==> src/rtl/refresh_scheduler_pkg.sv <==
// Shared definitions for the DDR4 refresh scheduler: default timing
// constants and the sequencing state encoding.
package refresh_scheduler_pkg;

  // Default timing, in controller clocks (7.8 us interval at 800 MHz).
  localparam int REF_TREFI       = 6240;
  localparam int REF_TRFC        = 280;
  localparam int REF_MAXPOSTPONE = 8;

  typedef enum logic [1:0] {
    IDLE     = 2'd0,
    REQ      = 2'd1,
    REF_WAIT = 2'd2,
    RFC      = 2'd3
  } refsched_state_t;

endpackage

==> src/rtl/refresh_interval_timer.sv <==
// Reloadable down-counter with enable. tick is high for the cycle in which
// the count sits at zero while enabled; the counter then reloads.
// An explicit load takes priority over counting.
module refresh_interval_timer #(
  parameter int               WIDTH        = 4,
  parameter logic [WIDTH-1:0] RESET_VALUE  = '0,
  parameter logic [WIDTH-1:0] RELOAD_VALUE = '0
) (
  input  logic             clock,
  input  logic             reset,
  input  logic             en,
  input  logic             load,
  input  logic [WIDTH-1:0] load_value,
  output logic             tick
);

  logic [WIDTH-1:0] count;

  assign tick = en && (count == '0);

  // Count down while enabled, wrap to the reload value at zero, hold otherwise.
  always_ff @(posedge clock) begin
    if (!reset) begin
      count <= RESET_VALUE;
    end else if (load) begin
      count <= load_value;
    end else if (en) begin
      count <= (count == '0) ? RELOAD_VALUE : count - WIDTH'(1);
    end
  end

endmodule

==> src/rtl/refresh_scheduler.sv <==
// DDR4 auto-refresh scheduler. Counts tREFI intervals, tracks refreshes
// owed (postponable up to MAXPOSTPONE), requests refresh from the Scheduler
// and blocks new traffic from acceptance until tRFC has elapsed.
//
// Handshake: refresh is a level request held until ref_ack; ref_ack is a
// one-cycle pulse sampled on the same edge, and refresh falls on the next
// cycle. ref_done is a one-cycle pulse only honoured while waiting for it.
module refresh_scheduler
  import refresh_scheduler_pkg::*;
#(
  parameter int TREFI       = REF_TREFI,
  parameter int TRFC        = REF_TRFC,
  parameter int MAXPOSTPONE = REF_MAXPOSTPONE,
  parameter int CWIDTH_I    = $clog2(TREFI),
  parameter int OWIDTH      = $clog2(MAXPOSTPONE + 1)
) (
  input  logic              clock,
  input  logic              reset,
  input  logic              enable,
  input  logic              sched_idle,
  input  logic              ref_ack,
  input  logic              ref_done,
  output logic              refresh,
  output logic              ref_urgent,
  output logic              ref_block,
  output logic [OWIDTH-1:0] owed,
  output logic              ref_overflow,
  output logic [1:0]        fsm_state
);

  localparam int                  RWIDTH          = $clog2(TRFC + 1);
  localparam logic [CWIDTH_I-1:0] INTERVAL_RELOAD = CWIDTH_I'(TREFI - 1);
  localparam logic [RWIDTH-1:0]   RFC_LOAD        = RWIDTH'(TRFC - 1);
  localparam logic [OWIDTH-1:0]   OWED_MAX        = OWIDTH'(MAXPOSTPONE);

  refsched_state_t state;
  logic            interval_tick;
  logic            rfc_tick;
  logic            rfc_load;
  logic            rfc_en;
  logic            ack_counts;

  assign ref_urgent = (owed == OWED_MAX);
  assign fsm_state  = state;
  assign rfc_load   = (state == REF_WAIT) && ref_done;
  assign rfc_en     = (state == RFC);
  // An ack with nothing owed cannot lower the count below zero.
  assign ack_counts = ref_ack && (owed != '0);

  refresh_interval_timer #(
    .WIDTH        (CWIDTH_I),
    .RESET_VALUE  (INTERVAL_RELOAD),
    .RELOAD_VALUE (INTERVAL_RELOAD)
  ) u_interval (
    .clock      (clock),
    .reset      (reset),
    .en         (enable),
    .load       (1'b0),
    .load_value ('0),
    .tick       (interval_tick)
  );

  refresh_interval_timer #(
    .WIDTH        (RWIDTH),
    .RESET_VALUE  ('0),
    .RELOAD_VALUE ('0)
  ) u_trfc (
    .clock      (clock),
    .reset      (reset),
    .en         (rfc_en),
    .load       (rfc_load),
    .load_value (RFC_LOAD),
    .tick       (rfc_tick)
  );

  // Owed bookkeeping: ticks add, acks subtract, both together cancel;
  // a tick at saturation latches the overflow error until reset.
  always_ff @(posedge clock) begin
    if (!reset) begin
      owed         <= '0;
      ref_overflow <= 1'b0;
    end else if (interval_tick && !ref_ack) begin
      if (owed == OWED_MAX) ref_overflow <= 1'b1;
      else                  owed         <= owed + OWIDTH'(1);
    end else if (!interval_tick && ack_counts) begin
      owed <= owed - OWIDTH'(1);
    end
  end

  // Request/refresh/tRFC sequencing with registered request and block outputs.
  always_ff @(posedge clock) begin
    if (!reset) begin
      state     <= IDLE;
      refresh   <= 1'b0;
      ref_block <= 1'b0;
    end else begin
      case (state)
        IDLE: begin
          if ((owed != '0) && enable && (sched_idle || ref_urgent)) begin
            state   <= REQ;
            refresh <= 1'b1;
          end
        end
        REQ: begin
          // An ack on the same edge as enable dropping still wins: the
          // Scheduler has already issued the refresh.
          if (ref_ack) begin
            state     <= REF_WAIT;
            refresh   <= 1'b0;
            ref_block <= 1'b1;
          end else if (!enable) begin
            state   <= IDLE;
            refresh <= 1'b0;
          end
        end
        REF_WAIT: begin
          if (ref_done) state <= RFC;
        end
        RFC: begin
          if (rfc_tick) begin
            state     <= IDLE;
            ref_block <= 1'b0;
          end
        end
        default: begin
          state     <= IDLE;
          refresh   <= 1'b0;
          ref_block <= 1'b0;
        end
      endcase
    end
  end

endmodule

==> config.mk <==
export PLATFORM = sky130hd
export DESIGN_NAME = refresh_scheduler
export DESIGN_NICKNAME = d
export VERILOG_FILES = /design/src/rtl/refresh_scheduler_pkg.sv /design/src/rtl/refresh_interval_timer.sv /design/src/rtl/refresh_scheduler.sv
export SDC_FILE = /design/constraint.sdc
export NUM_CORES = 1
export LEC_CHECK = 0
export BUFFER_PORTS_ARGS = -buffer_cell sky130_fd_sc_hd__buf_2
export CAP_MARGIN = 20
export CORE_ASPECT_RATIO = 2
export CORE_MARGIN = 3
export CORE_UTILIZATION = 40
export CTS_BUF_LIST = sky130_fd_sc_hd__clkbuf_2
export CTS_CLUSTER_DIAMETER = 200
export CTS_CLUSTER_SIZE = 10
export DETAILED_ROUTE_END_ITERATION = 8
export PLACE_DENSITY_LB_ADDON = 0.3
export SETUP_SLACK_MARGIN = 0.15
export SYNTH_ARGS = -nofsm -noshare
export SYNTH_HDL_FRONTEND = slang
export SYNTH_SLANG_ARGS = --single-unit
==> constraint.sdc <==
create_clock -name clock -period 4.1 [get_ports clock]
set_input_delay 0.615 -clock clock [delete_from_list [all_inputs] [get_ports clock]]
set_output_delay 0.615 -clock clock [all_outputs]
set_load 0.02 [all_outputs]
After elaboration in Yosys (flattened, before gate mapping)
Cells that the tools add are included.
{"block": "totals", "register_bits": 31, "in_bits": 6, "word_cells": 68}
{"block": "op_classes", "add_sub_neg": 4, "eq_ne": 10, "muxes": 20, "bitwise_logic": 1, "n_reduce_logical": 25}
{"cell": "9-bit two-way mux", "n": 3}
{"cell": "13-bit logical NOT", "n": 1}
{"cell": "13-bit two-way mux", "n": 1}
{"cell": "13-bit by 1-bit subtractor with 13-bit output, second input constant", "n": 1}
{"cell": "4-bit two-way mux", "n": 3}
{"cell": "2-bit two-way mux", "n": 5}
{"cell": "2-bit != test, second input constant", "n": 5}
{"cell": "9-bit logical NOT", "n": 1}
{"cell": "9-bit by 1-bit subtractor with 9-bit output, second input constant", "n": 1}
{"cell": "1-bit logical AND", "n": 8}
{"cell": "2-bit one-hot mux with 4 select lines", "n": 1}
{"cell": "2-bit nonzero test", "n": 4}
{"cell": "3-bit AND reduction", "n": 2}
{"cell": "1-bit two-way mux", "n": 5}
{"cell": "4-bit by 1-bit adder with 4-bit output, second input constant", "n": 1}
{"cell": "2-bit equality test, second input constant", "n": 2}
{"cell": "4-bit equality test, second input constant", "n": 1}
{"cell": "1-bit one-hot mux with 2 select lines", "n": 2}
{"cell": "2-bit AND reduction", "n": 2}
{"cell": "4-bit AND reduction", "n": 1}
{"cell": "4-bit nonzero test", "n": 1}
{"cell": "4-bit by 1-bit subtractor with 4-bit output, second input constant", "n": 1}
{"cell": "3-bit != test, second input constant", "n": 1}
{"cell": "2-bit by 1-bit equality test with 1-bit output, second input constant", "n": 1}
{"cell": "5 further kinds", "n": 6}

Depth between registers and ports, before layout
Gate-level depths: netlist of run 1.
{"block": "depth", "ltp_word": 6, "ltp_mapped": 9}

Hierarchy
From an unflattened synthesis of run 1, not the netlist that was laid out.
{"block": "hier_totals", "hier_cells": 256, "hier_area_um2": 2044.5}
{"mod": "refresh_interval_timer at u_interval", "n_inst": 1, "cells_per_inst": 119, "area_per_inst_um2": 939.7, "seq_area_each_um2": 260.2}
{"mod": "refresh_interval_timer at u_trfc", "n_inst": 1, "cells_per_inst": 71, "area_per_inst_um2": 553.0, "seq_area_each_um2": 180.2}
{"mod": "refresh_scheduler", "n_inst": 1, "cells_per_inst": 66, "area_per_inst_um2": 551.8, "seq_area_each_um2": 180.2}

Worst setup path after synthesis of run 1
Ideal clock, no wire load.
{"block": "synth_path", "kind": "input to register", "start": "input enable", "end": "register owed[3]", "setup_time_ps": 92, "arrival_ps": 2173, "required_ps": 4008, "path_slack_ps": 1834, "stages": 8, "cell_sequence": "buf_4 > nor3b_2 > nand4_1 > ha_1 > a21o_1 > a21oi_1 > nor4_1 > o32ai_1"}
{"block": "synth_via", "elab_chain_len": 5, "word_cells_on_any_way": 8, "classes_between": "eq/ne: 1; mux: 1; reduce/logical: 6"}
{"element": "start: declaration", "line": "refresh_scheduler.sv:19", "source": "input logic enable,"}
{"element": "1-bit logical AND (*)", "line": "refresh_interval_timer.sv:19", "source": "assign tick = en && (count == '0);"}
{"element": "1-bit logical NOT", "line": "refresh_scheduler.sv:85", "source": "end else if (!interval_tick && ack_counts) begin"}
{"element": "1-bit logical AND", "line": "refresh_scheduler.sv:85"}
{"element": "2-bit nonzero test (no line)"}
{"element": "2-bit AND reduction (no line)"}
{"element": "end signal: assignment", "line": "refresh_scheduler.sv:84", "source": "else owed <= owed + OWIDTH'(1);"}
{"element": "end signal: assignment", "line": "refresh_scheduler.sv:86", "source": "owed <= owed - OWIDTH'(1);"}
{"element": "end: declaration", "line": "refresh_scheduler.sv:26", "source": "output logic [OWIDTH-1:0] owed,"}
Mark *: on every way between the ends. The rest lies on a longest branch, timed or not.
A chain may end at the register's enable or synchronous reset.

Worst setup path after layout of run 1
{"block": "layout_path", "start": "register u_interval.count[4]", "end": "register owed[3]"}
{"block": "layout_via", "elab_chain_len": 6, "word_cells_on_any_way": 9, "classes_between": "eq/ne: 1; mux: 1; reduce/logical: 7"}
{"element": "start: declaration", "line": "refresh_interval_timer.sv:17", "source": "logic [WIDTH-1:0] count;"}
{"element": "start signal: assignment", "line": "refresh_interval_timer.sv:26", "source": "count <= load_value;"}
{"element": "start signal: assignment", "line": "refresh_interval_timer.sv:28", "source": "count <= (count == '0) ? RELOAD_VALUE : count - WIDTH'(1);"}
{"element": "13-bit logical NOT (*)", "line": "refresh_interval_timer.sv:19"}
{"element": "1-bit logical AND (*)", "line": "refresh_interval_timer.sv:19"}
{"element": "1-bit logical NOT", "line": "refresh_scheduler.sv:85"}
{"element": "1-bit logical AND", "line": "refresh_scheduler.sv:85"}
{"element": "2-bit nonzero test (no line)"}
{"element": "2-bit AND reduction (no line)"}
Marked as above.

==> flow_summary.ini, run 1 <==
[synthesis]
synthCells = 188
synth_top_flop_cell = dfxtp_1
yosys-top-cells-area = dfxtp_1, nand2_1, xor2_1
async_flop_share_pct = 0
syn-cell-area_um2 = 1680
ys_warn_count = 0
ys_types = 49
synth_area_leader_cell = dfxtp_1
ys_seq_area_share_pct = 36.93
synth-edff-count = 0
synth-seq-cells = 31
syn_area_per_cell_um2 = 8.938
synth.net_count = 200
synth_top_area_share_pct = 36.93

[worst_setup_path]
worst_r2r_path_depth = 7
startpoint = u_interval.count[4]
critical_path.startpoint_type = register
cp.arrival_ns = 2.60
worst_ep_required_time_ns = 4.38
crit_fanout = 7
cp_top_family = simple AND/OR/NAND/NOR gates
crit_chain = nor4_4 > nand4_1 > ha_1 > a21o_1 > a21oi_1 > nor4_1 > o32ai_1
critPathKind = reg -> reg
path_buf_inv = 0
r2r_end = owed[3]
path_depth = 7
r2r_slack_ns = 1.78
endpoint_kind = register
r2r_start = u_interval.count[4]
critPathCapture = owed[3]
crit_slowest_cell = nor4_4
slowest_delay_ns = 0.51

[routing]
firstDrtPassIters = 4
drc = 0
wirelength_mm = 3.498
via_per_inst = 5.462
first_iter_violations = 19
antenna_left = 0
num_vias = 1382
wl_per_cell_um = 13.83

[cells_and_area]
layout_commonest_cell = dfxtp_1
n_fill_cell = 426
drive_gt1_share_pct = 16.83
area_growth_syn_to_layout_pct = 7.967
n_antenna_cell = 0
multi_input_area_um2 = 994.7
register_area_um2 = 620.6
fin_nets = 214
final_core_util_pct = 45.77
layout_common_cells = dfxtp_1, nand2_1, nor2_1, buf_2, nand3_1

[flow_run]
drv_cap = 0

[power_and_ir_drop]
ir_drop_mv = 0.2346
pwr_density_cell_nw_per_um2 = 456.2
cellLeakagePower_nw = 0.6943

[global_route]
grt_start_max_net_pins = 16
overflow = 0
antenna_found_initial = 0
grt_pass1_vias = 1396
grt_pass1_wl_mm = 6.216
grt_usage_pct = 15.90

[clock_network]
cts_tree = done
cts.path.max_buffers = 2
post_cts_resized = 0
clk_latency_ns = 0.38
postCtsHoldBufs = 0
root_buffer = clkbuf_2
cts.sinks = 31
cts_setup_buffers = 0
clk_pin_slew_ns = 0.17
cts_inserted_buffers = 5
h-tree-depth = 2

[place]
gp_congestion = 0.7515
io_buffers = 15
place_ws_ns = 1.631
place.detailed.hpwl_mm = 2.687

[sta]
worst_pin_slew_ns = 1.015
slew_headroom_pct = 31.43
finalSetupTns_ns = 0
fmax_mhz = 431.9
hold_ws_ns = 0.4808
finalSetupViolations = 0
finClkSkew_ns = 0.02224
fin_crit_ns = 2.315
period_share_pct = 56.47
rsz0062_at_grt = false
layout_setup_ws_ns = 1.785
final_max_slew_viol_count = 0
hold_viol = 0

[floorplanning]
fp.coreArea_um2 = 3964
rows = 32
fp.dieArea_um2 = 5062
die_h_um = 97.66
initial_core_util_pct = 42.39
io_pins = 16
die_w_um = 51.83

[min_path]
hold_class = reg -> reg

[outcome]
outcome = complete, no violations
## worst min-delay path, delay by kind of cell (launching register included)
| family | cells | cell delay [ns] |
|---|---|---|
| DFF | 1 | 0.34 |
| AOI/OAI and AO/OA | 2 | 0.12 |
## metal layers
layer  GRT usage, %  share of wire [%]
met1          15.66                 38
met2          28.13                 55
met5              0                  0
met3          4.608                3.2
met4          8.485                3.9
## synthesized netlist by cell type, types with 3 or more instances
| cell | count |
|---|---|
| buf_2 | 4 |
| xnor2_1 | 6 |
| ha_1 | 5 |
| xor2_1 | 9 |
| nor3_1 | 3 |
| nand4_1 | 3 |
| nor4_1 | 3 |
| inv_1 | 7 |
| mux2i_1 | 4 |
| nand2b_1 | 3 |
| dfxtp_1 | 31 |
| nor2_1 | 18 |
| nand3_1 | 11 |
| clkbuf_1 | 3 |
| a21oi_1 | 8 |
| nor4b_2 | 3 |
| o21ai_0 | 4 |
| nand2_1 | 23 |
## sequential cells by signal, indices dropped and copies added (netlist names), named ones only
signal	count
fsm_state	1
owed	4
ref_block	1
ref_overflow	1
refresh	1
u_interval.count	13
u_trfc.count	9
## stage by stage
step                      power [mW]  cell area (um2)  cells
after floorplan               0.6201             1680    188
after global placement        0.6982             1780    246
after detailed placement      0.6993             1780    246
after CTS                     0.8377             1814    253
after global routing          0.8933             1814    253
final                         0.8277             1814    253
## layout make-up
class | instances | share of cell area [%]
Multi-Input combinational cell | 142 | 54.83
Sequential cell | 31 | 34.21
Timing Repair Buffer | 15 | 4.138
Tap cell | 51 | 3.517
Inverter | 7 | 1.448
Clock buffer | 5 | 1.379
Clock inverter | 2 | 0.4828
## report_power, final
group / total [mW] / switching, mW / internal, mW
sequential: 0.394 / 0.0574 / 0.336
combinational: 0.295 / 0.162 / 0.132
clock: 0.139 / 0.103 / 0.0360
total: 0.828 / 0.323 / 0.505
## cell families (layout without fill, tap and decap cells)
logic type	Yosys count	after routing	synth area share (%)
buffers and inverters	15	29	3.872
multiplexers	6	6	3.872
AND/OR/NAND/NOR	87	87	31.27
AO/OA/AOI/OAI	28	28	11.32
adder cells (fa/ha/maj)	6	6	4.914
flip-flops	31	31	36.93
XOR/XNOR	15	15	7.819
## worst min path at each step
| stage | cells past startpoint | startpoint | endpoint |
|---|---|---|---|
| after CTS | 2 | u_trfc.count[8] | u_trfc.count[8] |
| final | 2 | u_trfc.count[8] | u_trfc.count[8] |
| after global placement | 2 | u_trfc.count[8] | u_trfc.count[8] |
| after global routing | 2 | u_trfc.count[8] | u_trfc.count[8] |
| after floorplan | 2 | u_trfc.count[8] | u_trfc.count[8] |
| after detailed placement | 2 | u_trfc.count[8] | u_trfc.count[8] |
Note: power is estimated with default switching activity, not from simulation.
==> run 2, diff against run 1 <==
==> constraint.sdc (replaced) <==
create_clock -name clock -period 2 [get_ports clock]
set_input_delay 0.3 -clock clock [delete_from_list [all_inputs] [get_ports clock]]
set_output_delay 0.3 -clock clock [all_outputs]
set_load 0.02 [all_outputs]
==> run 2 against run 1 <==
Fmax up 20%; routed wire length is 7.3% higher; count of clock-buffer cells in the layout increased by 1; sequential share of layout area shrank 3.0 points; via count grew 3.3%; cell count is 6.7% higher; power up 120%; worst setup slack got worse by 1.7 ns; largest cell class unchanged; largest power group unchanged.
==> flow_summary.ini, run 2 (same netlist as run 1, synthesis figures left out) <==
[worst_setup_path]
critPathKind = reg -> reg
critical_path.startpoint_type = register
crit_chain = inv_2 > ha_4 > nor3b_2 > nand4_1 > ha_1 > a21o_1 > a21oi_2 > and3_4 > o32ai_2
endpoint_kind = register
crit_fanout = 3
crit_slowest_cell = dfxtp_2
cp.arrival_ns = 2.18
slowest_delay_ns = 0.36
worst_ep_required_time_ns = 2.25

[clock_network]
clk_pin_slew_ns = 0.15
cts.path.max_buffers = 2
postCtsHoldBufs = 0
cts_tree = done
cts.sinks = 31
cts_inserted_buffers = 5
h-tree-depth = 2
clk_latency_ns = 0.35
root_buffer = clkbuf_2

[sta]
hold_viol = 0
fmax_mhz = 518.5
finalSetupViolations = 0
period_share_pct = 96.43
hold_ws_ns = 0.3076
rsz0062_at_grt = true
finalSetupTns_ns = 0
layout_setup_ws_ns = 0.07148
final_max_slew_viol_count = 0
finClkSkew_ns = 0.01426
slew_headroom_pct = 59.35
fin_crit_ns = 1.929
worst_pin_slew_ns = 0.6042

[routing]
firstDrtPassIters = 4
first_iter_violations = 29
via_per_inst = 5.285
wl_per_cell_um = 13.90
num_vias = 1427
drc = 0
wirelength_mm = 3.753
antenna_left = 0

[outcome]
outcome = complete, no violations

[power_and_ir_drop]
pwr_density_cell_nw_per_um2 = 892.2
ir_drop_mv = 0.5765
cellLeakagePower_nw = 0.7800

[floorplanning]
fp.coreArea_um2 = 3964
initial_core_util_pct = 42.39
die_w_um = 51.83
die_h_um = 97.66
rows = 32
io_pins = 16
fp.dieArea_um2 = 5062

[place]
place_ws_ns = 0.009459
place.detailed.hpwl_mm = 2.926
dpl_cell_area_um2 = 1899
io_buffers = 15
gp_congestion = 0.7609

[cells_and_area]
largest_reg_flops = 13
layout_common_cells = dfxtp_1, nand2_1, nor2_1, buf_4, buf_2
drive_gt1_share_pct = 31.05
fin_nets = 232
n_antenna_cell = 0
final_cell_area_um2 = 2014
final_core_util_pct = 50.82
top_register = u_interval.count
layout_commonest_cell = dfxtp_1
largestRegisters = u_interval.count x13, u_trfc.count x9, owed x4
area_growth_syn_to_layout_pct = 19.88

[global_route]
grt_start_max_net_pins = 16
grt_usage_pct = 16.67
grt_pass1_wl_mm = 6.458
antenna_found_initial = 0
overflow = 0
grt_pass1_vias = 1460

[flow_run]
drv_cap = 0

[min_path]
hold_class = in -> reg
run 2: cell count changes in the layout (fill, tap and decap cells not counted), moves of 2 or more:
cell	previous run	this run
buf_4	0	18
dfxtp_1	31	24
dfxtp_2	0	7
ha_1	5	3
ha_4	0	2
inv_1	7	5
inv_2	0	2
run 2: final timing paths:
path / startpoint / slack, ns / to / cells past startpoint
worst min register to register: u_trfc.count[8] / 0.48 / u_trfc.count[8] / 2
worst min-delay path: enable / 0.31 / u_interval.count[0] / 4
worst max register to register: u_interval.count[0] / 0.07 / owed[3] / 9
worst max-delay path: u_interval.count[0] / 0.07 / owed[3] / 9
run 2: timing repair:
action | 4_1_cts | 5_1_grt
endpoints found under the setup margin | 4 | 3
resized for setup | 8 | 8
pin swaps | 3 | 10
setup buffers | 2 | 1
run 2: metal layers:
layer  GRT usage (%)  part of all wire, %  vias to the layer above
met5               0                    0                        -
met4           6.869                  2.1                        0
met3           3.533                  2.9                        8
met2           31.62                   59                       20
met1           16.08                   36                      672
li1                -                    -                      727
run 2: layout make-up:
cell class	instances	area, um2
fillers	392	1949
repair buffers	33	210.2
clock buffers	6	30.03
flip-flops and latches	31	629.4
multi-input cells	142	1055
inverters	7	26.28
well taps	51	63.81
run 2: stage by stage:
step                total power, mW  cells
floorplan                     1.283    188
global placement              1.463    261
detailed placement            1.472    261
CTS                           1.788    269
global route                  1.939    270
finish                        1.797    270
run 2: worst max-delay path, delay by kind of cell (launching register included):
kind	cells	cell delay, ns
DFF	1	0.36
AOI/OAI and AO/OA	3	0.42
adders and majority gates	2	0.47
and+or+nand+nor	3	0.50
buffers and inverters	1	0.07
run 2: power by group:
part	switching [mW]	internal, mW	total (mW)
Clock	0.197	0.0791	0.276
Combinational	0.367	0.345	0.713
Sequential	0.116	0.692	0.808
==> run 3, diff against run 2 <==
--- a/config.mk
+++ b/config.mk
@@ -7,9 +7,8 @@
 export LEC_CHECK = 0
 export BUFFER_PORTS_ARGS = -buffer_cell sky130_fd_sc_hd__buf_2
 export CAP_MARGIN = 20
-export CORE_ASPECT_RATIO = 2
 export CORE_MARGIN = 3
-export CORE_UTILIZATION = 40
+export CORE_UTILIZATION = 50
 export CTS_BUF_LIST = sky130_fd_sc_hd__clkbuf_2
 export CTS_CLUSTER_DIAMETER = 200
 export CTS_CLUSTER_SIZE = 10
==> constraint.sdc (replaced) <==
create_clock -name clock -period 2.2 [get_ports clock]
set_input_delay 0.33 -clock clock [delete_from_list [all_inputs] [get_ports clock]]
set_output_delay 0.33 -clock clock [all_outputs]
set_load 0.02 [all_outputs]
==> run 3 against run 2 <==
Worst setup slack improved by 0.14 ns; core utilization up 12 points; register-to-register slack gained 0.14 ns; first-iteration DRC count increased by 140%; routed wire length fell by 4.3%; global-route usage up 2.0 points; critical path type unchanged; highest routed layer unchanged.
==> flow_summary.ini, run 3 (same netlist as run 1, synthesis figures left out) <==
[power_and_ir_drop]
p_total_mw = 1.648
ir_drop_mv = 0.5896
pwr_density_cell_nw_per_um2 = 839.6
cellLeakagePower_nw = 0.7583

[worst_setup_path]
path_depth = 10
r2r_start = u_interval.count[1]
cpMostUsedCell = buf_4
cp.arrival_ns = 2.29
cp_top_family = adder cells
r2r_slack_ns = 0.21
crit_fanout = 3
worst_ep_required_time_ns = 2.50
worst_r2r_path_depth = 10
r2r_end = owed[2]
slowest_delay_ns = 0.37
path_buf_inv = 3
crit_chain = inv_2 > ha_4 > nor3b_2 > nand4_1 > buf_4 > buf_4 > fa_1 > xor2_1 > nand2_1 > mux2i_1
endpoint_kind = register
critPathKind = reg -> reg
critical_path.startpoint_type = register
crit_slowest_cell = fa_1

[routing]
wirelength_mm = 3.590
via_per_inst = 5.636
firstDrtPassIters = 6
wl_per_cell_um = 13.75
antenna_left = 0
drc = 0
first_iter_violations = 69
num_vias = 1471

[floorplanning]
die_w_um = 63.97
io_pins = 16
rows = 20
initial_core_util_pct = 53.72
die_h_um = 63.97
fp.dieArea_um2 = 4092
fp.coreArea_um2 = 3128

[clock_network]
cts_inserted_buffers = 5
clk_latency_ns = 0.37
cts_tree = done
h-tree-depth = 2
cts.sinks = 31
postCtsHoldBufs = 0
cts.path.max_buffers = 2
clk_pin_slew_ns = 0.15
root_buffer = clkbuf_2

[sta]
worst_pin_slew_ns = 0.5907
fin_crit_ns = 1.990
final_max_slew_viol_count = 0
hold_viol = 0
finClkSkew_ns = 0.02388
period_share_pct = 90.44
rsz0062_at_grt = true
finalSetupTns_ns = 0
finalSetupViolations = 0
slew_headroom_pct = 60.26
fmax_mhz = 502.6

[min_path]
min_from = reset
hold_path_depth = 2
hold_class = in -> reg
whs_endpoint = ref_overflow

[cells_and_area]
area_growth_syn_to_layout_pct = 16.83
fin_nets = 228
drive_gt1_share_pct = 29.49
n_antenna_cell = 0
layout_common_cells = dfxtp_1, nand2_1, nor2_1, buf_2, buf_4
n_fill_cell = 269
largest_reg_flops = 13
largestRegisters = u_interval.count x13, u_trfc.count x9, owed x4
layout_commonest_cell = dfxtp_1
top_register = u_interval.count

[global_route]
grtUsageMet3_pct = 4.569
grt_pass1_vias = 1418
top_usage_layer = met2
use_met1_pct = 21.20
overflow = 0
grt_pass1_wl_mm = 6.058
antenna_found_initial = 0
gr-usage-met2_pct = 32.39
grt_usage_pct = 18.65
grt_start_max_net_pins = 16

[outcome]
outcome = complete, no violations

[place]
io_buffers = 15
gp_congestion = 0.8134
place.detailed.hpwl_mm = 2.484

[flow_run]
drv_cap = 0
[run 3: changes by cell type in the layout (fill, tap and decap cells not counted), sizes merged]
cell and change:
buf -4, clkinv +2
[run 3: layer usage]
layer / share of wire [%] / wire (um)
met1: 46 / 1636
met2: 48 / 1739
met3: 3.4 / 122
met4: 2.5 / 91
met5: 0 / 0
[run 3: cell type report]
class	instances	area (um2)	area share, %
clock inverters	2	7.507	0.3824
flip-flops and latches	31	631.9	32.19
repair buffers	29	180.2	9.178
clock buffers	6	30.03	1.530
inverters	7	26.28	1.338
multi-input cells	142	1032	52.58
well taps	44	55.05	2.804
[run 3: power by group]
| part | switching, mW | leakage [nW] | internal, mW | total [mW] |
|---|---|---|---|---|
| sequential | 0.106 | 0.253 | 0.626 | 0.732 |
| clock | 0.191 | 0.0281 | 0.0765 | 0.267 |
| combinational | 0.351 | 0.478 | 0.298 | 0.649 |
[run 3: metrics by stage]
step / cell area, um2 / std cells / hold slack [ns] / setup WS, ns / utilization [%]
2_1_floorplan: 1680 / 188 / 0.4427 / 0.1691 / -
3_3_place_gp: 1817 / 245 / 0.4444 / 0.2064 / 58.08
3_5_place_dp: 1817 / 245 / 0.4502 / 0.07739 / 58.08
4_1_cts: 1892 / 256 / 0.2992 / 0.1580 / 60.48
5_1_grt: 1963 / 261 / 0.3049 / 0.08241 / 62.76
6_report: 1963 / 261 / 0.3164 / 0.2103 / 62.76
[run 3: worst max path at each step]
| stage | start | to |
|---|---|---|
| after detailed placement | u_interval.count[0] | owed[3] |
| after CTS | u_interval.count[1] | owed[3] |
| final | u_interval.count[1] | owed[2] |
| after global routing | u_interval.count[11] | owed[3] |
| after floorplan | u_interval.count[7] | owed[3] |
| after global placement | u_interval.count[0] | owed[3] |
[run 3: timing repair]
action	4_1_cts	5_1_grt
resized for setup	4	14
pin swaps	1	8
buffers inserted	3	5
setup endpoints to repair	1	1
